==> src/rtl/pipe_trace_buffer_if.sv <==
// Trace readout port: one buffer entry per valid/ready transfer, oldest first.
interface pipe_trace_buffer_if #(
    parameter int DW = 160
);
    logic          rd_valid;
    logic          rd_ready;
    logic [DW-1:0] rd_data;
    logic          rd_last;

    modport master (output rd_valid, output rd_data, output rd_last, input rd_ready);
    modport slave  (input rd_valid, input rd_data, input rd_last, output rd_ready);
endinterface

==> src/rtl/pipe_trace_buffer.sv <==
// Circular trace of {pc, stage instructions}; freezes POST_TRIG entries after a trigger,
// then streams the frozen window out oldest-first.
module pipe_trace_buffer #(
    parameter int NSTAGES   = 4,
    parameter int IW        = 32,
    parameter int PCW       = 32,
    parameter int DEPTH     = 16,
    parameter int POST_TRIG = 8
) (
    input  logic                     clk,
    input  logic                     reset_n,
    input  logic                     cap_en,
    input  logic [PCW-1:0]           pc,
    input  logic [NSTAGES*IW-1:0]    stage_instr,
    input  logic                     arm,
    input  logic                     force_trig,
    input  logic [3:0]               trig_op,
    input  logic                     trig_op_en,
    input  logic [PCW-1:0]           trig_pc,
    input  logic                     trig_pc_en,
    pipe_trace_buffer_if.master      rd,
    output logic [1:0]               state,
    output logic [$clog2(DEPTH):0]   count
);
    localparam int AW = $clog2(DEPTH);
    localparam int CW = AW + 1;
    localparam int DW = PCW + NSTAGES * IW;
    localparam logic [CW-1:0] DEPTH_C = CW'(DEPTH);
    localparam logic [CW-1:0] POST_N  = CW'(POST_TRIG);

    typedef enum logic [1:0] {S_IDLE, S_ARMED, S_POST, S_DONE} st_t;

    st_t           st, st_n;
    logic [AW-1:0] wr_ptr, wr_ptr_n, rd_ptr, rd_ptr_n;
    logic [CW-1:0] cnt, cnt_n, rem, rem_n, post_cnt, post_cnt_n;
    logic          we, trig_hit, xfer;
    logic [DW-1:0] mem [DEPTH];

    assign trig_hit = force_trig ||
                      ((trig_op_en || trig_pc_en) &&
                       (!trig_op_en || stage_instr[24:21] == trig_op) &&
                       (!trig_pc_en || pc == trig_pc));
    assign xfer = rd.rd_valid && rd.rd_ready;

    always_comb begin
        st_n       = st;
        wr_ptr_n   = wr_ptr;
        cnt_n      = cnt;
        post_cnt_n = post_cnt;
        rd_ptr_n   = rd_ptr;
        rem_n      = rem;
        we         = 1'b0;
        // arm overrides any capture, trigger or transfer in the same cycle
        if (arm) begin
            st_n       = S_ARMED;
            wr_ptr_n   = '0;
            cnt_n      = '0;
            post_cnt_n = '0;
            rem_n      = '0;
        end else begin
            case (st)
                S_ARMED, S_POST: begin
                    if (cap_en) begin
                        we       = 1'b1;
                        wr_ptr_n = wr_ptr + AW'(1);
                        if (cnt != DEPTH_C) cnt_n = cnt + CW'(1);
                        if (st == S_ARMED) begin
                            if (trig_hit) begin
                                post_cnt_n = '0;
                                st_n       = (POST_TRIG == 0) ? S_DONE : S_POST;
                            end
                        end else begin
                            post_cnt_n = post_cnt + CW'(1);
                            if (post_cnt + CW'(1) == POST_N) st_n = S_DONE;
                        end
                        // oldest held entry; when full this equals the new wr_ptr
                        if (st_n == S_DONE) begin
                            rd_ptr_n = wr_ptr_n - cnt_n[AW-1:0];
                            rem_n    = cnt_n;
                        end
                    end
                end
                S_DONE: begin
                    if (xfer) begin
                        rd_ptr_n = rd_ptr + AW'(1);
                        rem_n    = rem - CW'(1);
                        if (rem == CW'(1)) st_n = S_IDLE;
                    end
                end
                default: ;
            endcase
        end
    end

    always_ff @(posedge clk or negedge reset_n) begin
        if (!reset_n) begin
            st       <= S_IDLE;
            wr_ptr   <= '0;
            rd_ptr   <= '0;
            cnt      <= '0;
            rem      <= '0;
            post_cnt <= '0;
        end else begin
            st       <= st_n;
            wr_ptr   <= wr_ptr_n;
            rd_ptr   <= rd_ptr_n;
            cnt      <= cnt_n;
            rem      <= rem_n;
            post_cnt <= post_cnt_n;
        end
    end

    always_ff @(posedge clk) begin
        if (we) mem[wr_ptr] <= {pc, stage_instr};
    end

    assign rd.rd_valid = (st == S_DONE);
    assign rd.rd_last  = rd.rd_valid && (rem == CW'(1));
    assign rd.rd_data  = rd.rd_valid ? mem[rd_ptr] : '0;
    assign state       = st;
    assign count       = cnt;
endmodule

==> src/flat_wrapper.sv <==
// flat-port wrapper written by rule: the top's interface ports become plain ports
module pipe_trace_buffer_flat 
#(
    parameter int NSTAGES   = 4,
    parameter int IW        = 32,
    parameter int PCW       = 32,
    parameter int DEPTH     = 16,
    parameter int POST_TRIG = 8
)
  (clk, reset_n, cap_en, pc, stage_instr, arm, force_trig, trig_op, trig_op_en, trig_pc, trig_pc_en, state, count, rd_rd_valid, rd_rd_data, rd_rd_last, rd_rd_ready);
  pipe_trace_buffer_if #(.DW((PCW + NSTAGES * IW))) rd_i ();
  input  logic clk;
  input  logic reset_n;
  input  logic cap_en;
  input  logic [PCW-1:0] pc;
  input  logic [NSTAGES*IW-1:0] stage_instr;
  input  logic arm;
  input  logic force_trig;
  input  logic [3:0] trig_op;
  input  logic trig_op_en;
  input  logic [PCW-1:0] trig_pc;
  input  logic trig_pc_en;
  output logic [1:0] state;
  output logic [$clog2(DEPTH):0] count;
  output wire logic [$bits(rd_i.rd_valid)-1:0] rd_rd_valid;
  output wire logic [$bits(rd_i.rd_data)-1:0] rd_rd_data;
  output wire logic [$bits(rd_i.rd_last)-1:0] rd_rd_last;
  input wire logic [$bits(rd_i.rd_ready)-1:0] rd_rd_ready;
  assign rd_rd_valid = rd_i.rd_valid;
  assign rd_rd_data = rd_i.rd_data;
  assign rd_rd_last = rd_i.rd_last;
  assign rd_i.rd_ready = rd_rd_ready;
  pipe_trace_buffer #(.NSTAGES(NSTAGES), .IW(IW), .PCW(PCW), .DEPTH(DEPTH), .POST_TRIG(POST_TRIG)) u_core (.clk(clk), .reset_n(reset_n), .cap_en(cap_en), .pc(pc), .stage_instr(stage_instr), .arm(arm), .force_trig(force_trig), .trig_op(trig_op), .trig_op_en(trig_op_en), .trig_pc(trig_pc), .trig_pc_en(trig_pc_en), .rd(rd_i), .state(state), .count(count));
endmodule
==> config.mk <==
export PLATFORM = sky130hd
export DESIGN_NAME = pipe_trace_buffer_flat
export DESIGN_NICKNAME = d
export VERILOG_FILES = /design/src/rtl/pipe_trace_buffer_if.sv /design/src/rtl/pipe_trace_buffer.sv /design/src/flat_wrapper.sv
export SDC_FILE = /design/constraint.sdc
export NUM_CORES = 2
export LEC_CHECK = 0
export CORE_MARGIN = 1
export CORE_UTILIZATION = 39
export CTS_CLUSTER_DIAMETER = 80
export DETAILED_ROUTE_END_ITERATION = 7
export GPL_ROUTABILITY_DRIVEN = 0
export SYNTH_ARGS = -nofsm -noshare
export SYNTH_HDL_FRONTEND = slang
export SYNTH_SLANG_ARGS = --single-unit
==> constraint.sdc <==
create_clock -name clk -period 5.6 [get_ports clk]
set_input_delay 1.68 -clock clk [delete_from_list [all_inputs] [get_ports clk]]
set_output_delay 1.68 -clock clk [all_outputs]
set_load 0.005 [all_outputs]
* Yosys cells after proc, flatten, opt, wreduce, memory -nomap -nowiden
Memories as Yosys holds them, arrays and structs flattened.
Index checks and enable logic that the tools add are counted.
** Word-level totals
- Flip-flop bits (word level) :: 25
- Bits in latches :: 0
- Bits in writable memories :: 2560
- Memories kept :: 1
- Logic and storage cells :: 92
- Memory bits (read-only) :: 0
** Operators by class
- Bitwise operators :: 1
- Reduce and logical (&&, ||, !) cells :: 20
- Shift-type cells :: 0
- Multipliers :: 0
- Div/mod/pow operators :: 0
- Multiplexer cells :: 41
- Equality and inequality tests :: 17
- $lt $le $gt $ge :: 0
- $add $sub $neg :: 6
** Memories
- u_core.mem :: depth 16, width 160, read ports 1, clocked after Yosys merged registers in 0, write ports 1, RTL line pipe_trace_buffer.sv:37 : logic [DW-1:0] mem [DEPTH];
** Operator list (count)
- 160-bit two-way mux :: 1
- 5-bit two-way mux :: 16
- 32-bit equality test :: 1
- 4-bit two-way mux :: 6
- 2-bit two-way mux :: 10
- 5-bit by 1-bit adder with 5-bit output (second input constant) :: 2
- 5-bit one-hot mux with 2 select lines :: 1
- 3-bit inequality test (second input constant) :: 3
- 4-bit by 1-bit adder with 4-bit output (second input constant) :: 2
- 4-bit one-hot mux with 2 select lines :: 1
- 4-bit AND reduction :: 2
- 2-bit equality test (second input constant) :: 3
- 3-bit by 2-bit inequality test with 1-bit output (second input constant) :: 2
- 2-bit nonzero test :: 3
- 5-bit by 1-bit equality test with 1-bit output (second input constant) :: 1
- 5-bit by 4-bit equality test with 1-bit output (second input constant) :: 1
- 1-bit two-way mux :: 5
- 5-bit inequality test (second input constant) :: 1
- 5-bit AND reduction :: 1
- 5-bit by 1-bit subtractor with 5-bit output (second input constant) :: 1
- 4-bit equality test :: 1
- 1-bit logical AND :: 4
- 1-bit logical OR :: 4
- 2-bit inequality test (second input constant) :: 2
- 10 further kinds :: 11

* Depth between registers and ports, before layout
- Word-level depth :: 15
- Mapped depth :: 13
- Mapped depth without buffers :: 13

* Worst setup path after synthesis
Ideal clock, no wire load.
- Path type :: input -> register
- Start point :: input port cap_en
- End point :: memory u_core.mem[0][0] (enable)
- Cell stages on the path :: 5
- Path slack :: -1.011 ns
- Buffers on the path :: 1
- Arrival time :: 6.073 ns
- Data required time :: 5.061 ns
- Cells stage by stage :: nor2b_1 > clkbuf_1 > nand2b_1 > nor3_1 > and2_1
** On the way
- Word-level cells in the longest chain between the ends :: 5
** RTL lines
- from (decl) :: RTL line flat_wrapper.sv:14 : input logic cap_en;
- 1-bit two-way mux :: RTL line pipe_trace_buffer.sv:63 : if (cap_en) begin
- 1-bit two-way mux :: RTL line pipe_trace_buffer.sv:61 : case (st)
- 1-bit two-way mux :: RTL line pipe_trace_buffer.sv:54 : if (arm) begin
- 1-bit two-way mux :: RTL line pipe_trace_buffer.sv:114 : if (we) mem[wr_ptr] <= {pc, stage_instr};
- 1-bit two-way mux (implied by the code) :: RTL line pipe_trace_buffer.sv:114
- to (decl) :: RTL line pipe_trace_buffer.sv:37
No other way between the ends.

* Worst setup path in the final report
- Start point :: register u_core.rd_ptr[0]
- End point :: output port rd_rd_data[149]
** On the way
- Word-level cells in the longest chain between the ends :: 2
** RTL lines
- from (decl) :: RTL line pipe_trace_buffer.sv:34 : logic [AW-1:0] wr_ptr, wr_ptr_n, rd_ptr, rd_ptr_n;
- from (signal assigned) :: RTL line pipe_trace_buffer.sv:106 : rd_ptr <= rd_ptr_n;
- memory 16 x 160 bit
- 160-bit two-way mux :: RTL line pipe_trace_buffer.sv:119 : assign rd.rd_data = rd.rd_valid ? mem[rd_ptr] : '0;
- to (decl) :: RTL line flat_wrapper.sv:26 : output wire logic [$bits(rd_i.rd_data)-1:0] rd_rd_data;
No other way between the ends.

==> results_dict.tcl <==
set metrics [dict create \
    run_status "complete, no violations" \
    synthArstFlopShare_pct 0.967 \
    r2r_end "u_core.mem[0][108]" \
    areaGrowthSynthToFinish_pct 19.4 \
    hold_path_depth 1 \
    share_of_post_route_cells_with_drive_strength_above_1_pct 29.5 \
    finalSetupTns_ns 0 \
    drv_slew 0 \
    post-route-worst-setup-slack_ns 0.128 \
    grt_remaining_overflow 0 \
    route.detailed.drc 0 \
    crit_path_end_kind "output pin" \
    timing.setup.critical_path_class "reg -> out" \
    via_count 45600 \
    final_cells 8244 \
    power.density_cell_area_nw_per_um2 436 \
    r2r-start "u_core.state[1]" \
    min-delay-start "u_core.post_cnt[2]" \
    post_synth.cell_area_avg_um2 24.9 \
    maxClockFrequency_mhz 183 \
    floorplan.initialDensity_pct 39.3 \
    worst_hold_path_type "reg -> reg" \
    worst_ep_arrival_time_ns 3.79 \
    grt_busiest_layer "met2" \
    gr_met3_demand_resource_pct 3.86 \
    grt_start_max_net_pins 66 \
    critPathTopFamily "buffers and inverters" \
    finalSetupViolCount 0 \
    hpwlAfterDp_mm 135 \
    crit_top_cell "sky130_fd_sc_hd__buf_12" \
    mappedNetlistArea_um2 99100 \
    die_area_um2 256000 \
    crit_path_max_fanout 14 \
    synth_sequential_area_ratio_pct 78.2 \
    period_share_pct 97.7 \
    power.leakage_uw 0.0366 \
    grt_antenna_before_repair 56 \
    first_pass_iters 5 \
    slowest_stage "sky130_fd_sc_hd__mux4_2" \
    synth.lib_cells_used.distinct 48 \
    average_detailed_routed_wire_length_per_instance_um 29.6 \
    vdd.ir_drop.worst_v 0.000305 \
    timing_worst_slew_pin_value_ns 0.999 \
    htree_num_levels 5 \
    number_of_enable_flip_flop_cells_after_synthesis 2560 \
    drv.max_cap_violation_count 0 \
    cts_made_buffers 295 \
    min_period_ns 5.47 \
    grt_util_met1_pct 27.0 \
    timing.reg2reg.worst_path_depth 8 \
    relSlewSlack_pct 33.2 \
    met2_usage_pct 30.0 \
    vias_in_the_first_global_route 47300 \
    grt_first_pass_wirelength_mm 348 \
    port_buffers 372 \
    grt_setup_unrepaired "no" \
    detail_route.vias_per_cell 5.53 \
    critical-path-max-stage-delay_ns 0.52 \
    global_route.usage.total_pct 19.0 \
    ys_dominant_reg_cell "sky130_fd_sc_hd__edfxtp_1" \
    place_ws_ns 0.656 \
    dr.first_iter.drc_count 4599 \
    wirelength_mm 244 \
    postRouteAntennaNets 0 \
    clk_transition_reported_paths_ns 0.06 \
    nNetsFinal 4902 \
    cts_sinks 2585 \
    root_buffer "sky130_fd_sc_hd__clkbuf_16" \
    synth-warning-count 0 \
    num_rows 184 \
    type_of_origin_of_the_critical_path "register" \
    die_span_in_y_um 506 \
    min_to "u_core.post_cnt[2]" \
    final.setup_skew_ns 0.102 \
    crit_path_cell_trace "buf_12 -> buf_12 -> buf_12 -> buf_4 -> mux4_2 -> mux4_2 -> and2_1 -> clkdlybuf4s50_1" \
    syn-instance-count 3988 \
    final-hold-violation-count 0 \
    clk_latency_ns 0.94 \
    worstPathBufferInverterCount 5 \
    holdWs_ns 0.539 \
    postSynthNetCount 4208 \
    crit_required_ns 3.92 \
    cts_buffer_depth 4 \
    worst-r2r-setup-slack_ns 2.28 \
    ys_seq_elements 2585 \
    pin_count 373 \
    tritoncts "yes" \
    floorplan.die.width_um 506 \
    numPlacedInstances 7714 \
    core_um2 252000 \
]
## kinds of logic (layout without fill, tap and decap cells)
logic type	after synthesis	after routing	share of synthesized area, %
AOI/OAI and AO/OA	53	53	0.352
DFF	2585	2585	78.2
other	0	13	0
and+or+nand+nor	261	261	1.53
xor gates and xnor gates	48	48	0.424
muxes	806	806	18.2
adders and majority gates	16	16	0.209
buffers and inverters	219	1114	1.08
## area by class of cell
cell class	instances	area [µm²]
timing repair buffer	603	7000
antenna	13	32.5
tap	3348	4190
clock buffer	368	7770
fill	20400	134000
multi-input combinational	1184	20600
inverter	13	48.8
sequential	2585	77500
clock inverter	130	1180
## worst max path at each step
stage	from	endpoint	slack, ns	depth (start not counted)
2_1_floorplan	cap_en	u_core.mem[0][0]	0.77	5
3_3_place_gp	pc[24]	u_core.rd_ptr[1]	0.65	9
3_5_place_dp	pc[24]	u_core.rd_ptr[1]	0.66	9
4_1_cts	u_core.rd_ptr[0]	rd_rd_data[109]	0.01	8
5_1_grt	u_core.rd_ptr[0]	rd_rd_data[15]	0.0008	7
6_report	u_core.rd_ptr[0]	rd_rd_data[149]	0.13	8
## routing by layer
| layer | part of all wire (%) | vias up | wire, µm |
|---|---|---|---|
| li1 | - | 18600 | - |
| met1 | 43 | 25000 | 104000 |
| met2 | 48 | 1545 | 118000 |
| met3 | 6.8 | 401 | 16500 |
| met4 | 2.2 | 42 | 5330 |
| met5 | 0.11 | - | 266 |
## power breakdown
part / internal, µW / switching, µW
registers: 21500 / 213
logic: 6340 / 5510
clock network: 10700 / 7390
## synthesized netlist by cell type (13+ instances only)
library cell,count,area [µm²]
sky130_fd_sc_hd__dfrtp_1,25,626
sky130_fd_sc_hd__buf_2,41,205
sky130_fd_sc_hd__inv_1,13,48.8
sky130_fd_sc_hd__buf_1,26,97.6
sky130_fd_sc_hd__edfxtp_1,2560,76900
sky130_fd_sc_hd__nor2_1,23,86.3
sky130_fd_sc_hd__nand2_1,20,75.1
sky130_fd_sc_hd__mux4_2,800,18000
sky130_fd_sc_hd__ha_1,15,188
sky130_fd_sc_hd__and2_1,177,1110
sky130_fd_sc_hd__a21oi_1,23,115
sky130_fd_sc_hd__buf_6,21,236
sky130_fd_sc_hd__clkbuf_1,107,402
sky130_fd_sc_hd__xor2_1,38,333
## flip-flops by register name, summed over array words and instances, names as in the netlist
signal	cells
u_core.mem	2560
u_core.count	5
u_core.post_cnt	5
u_core.rem	5
u_core.rd_ptr	4
u_core.wr_ptr	4
u_core.state	2
## layout by cell type (no fill, tap or decap), types with 16 or more instances in the layout
cell / instances
sky130_fd_sc_hd__bufinv_16: 19
sky130_fd_sc_hd__nand2_1: 20
sky130_fd_sc_hd__xor2_1: 38
sky130_fd_sc_hd__a21oi_1: 23
sky130_fd_sc_hd__and2_1: 161
sky130_fd_sc_hd__buf_12: 110
sky130_fd_sc_hd__edfxtp_1: 2560
sky130_fd_sc_hd__buf_4: 112
sky130_fd_sc_hd__clkbuf_16: 300
sky130_fd_sc_hd__clkinv_2: 36
sky130_fd_sc_hd__and2_4: 16
sky130_fd_sc_hd__clkbuf_1: 66
sky130_fd_sc_hd__clkdlybuf4s50_1: 370
sky130_fd_sc_hd__mux4_2: 800
sky130_fd_sc_hd__clkinv_1: 53
sky130_fd_sc_hd__nor2_1: 23
sky130_fd_sc_hd__dfrtp_1: 21
## what timing repair did
item                                    CTS  global route
cloned                                    0             1
buffers inserted                         11             7
resized for setup                         1             9
endpoints found under the setup margin  157            12
hold buffers                              0             0
## per-stage QoR
stage | total power (µW) | area [µm²] | util (%)
2_1_floorplan | 30000 | 99200 | -
3_3_place_gp | 34000 | 109000 | 43.3
3_5_place_dp | 34000 | 109000 | 43.3
4_1_cts | 52200 | 118000 | 46.9
5_1_grt | 53500 | 118000 | 46.9
6_report | 51600 | 118000 | 47.0
No activity file was read; power rests on OpenSTA's default activity.
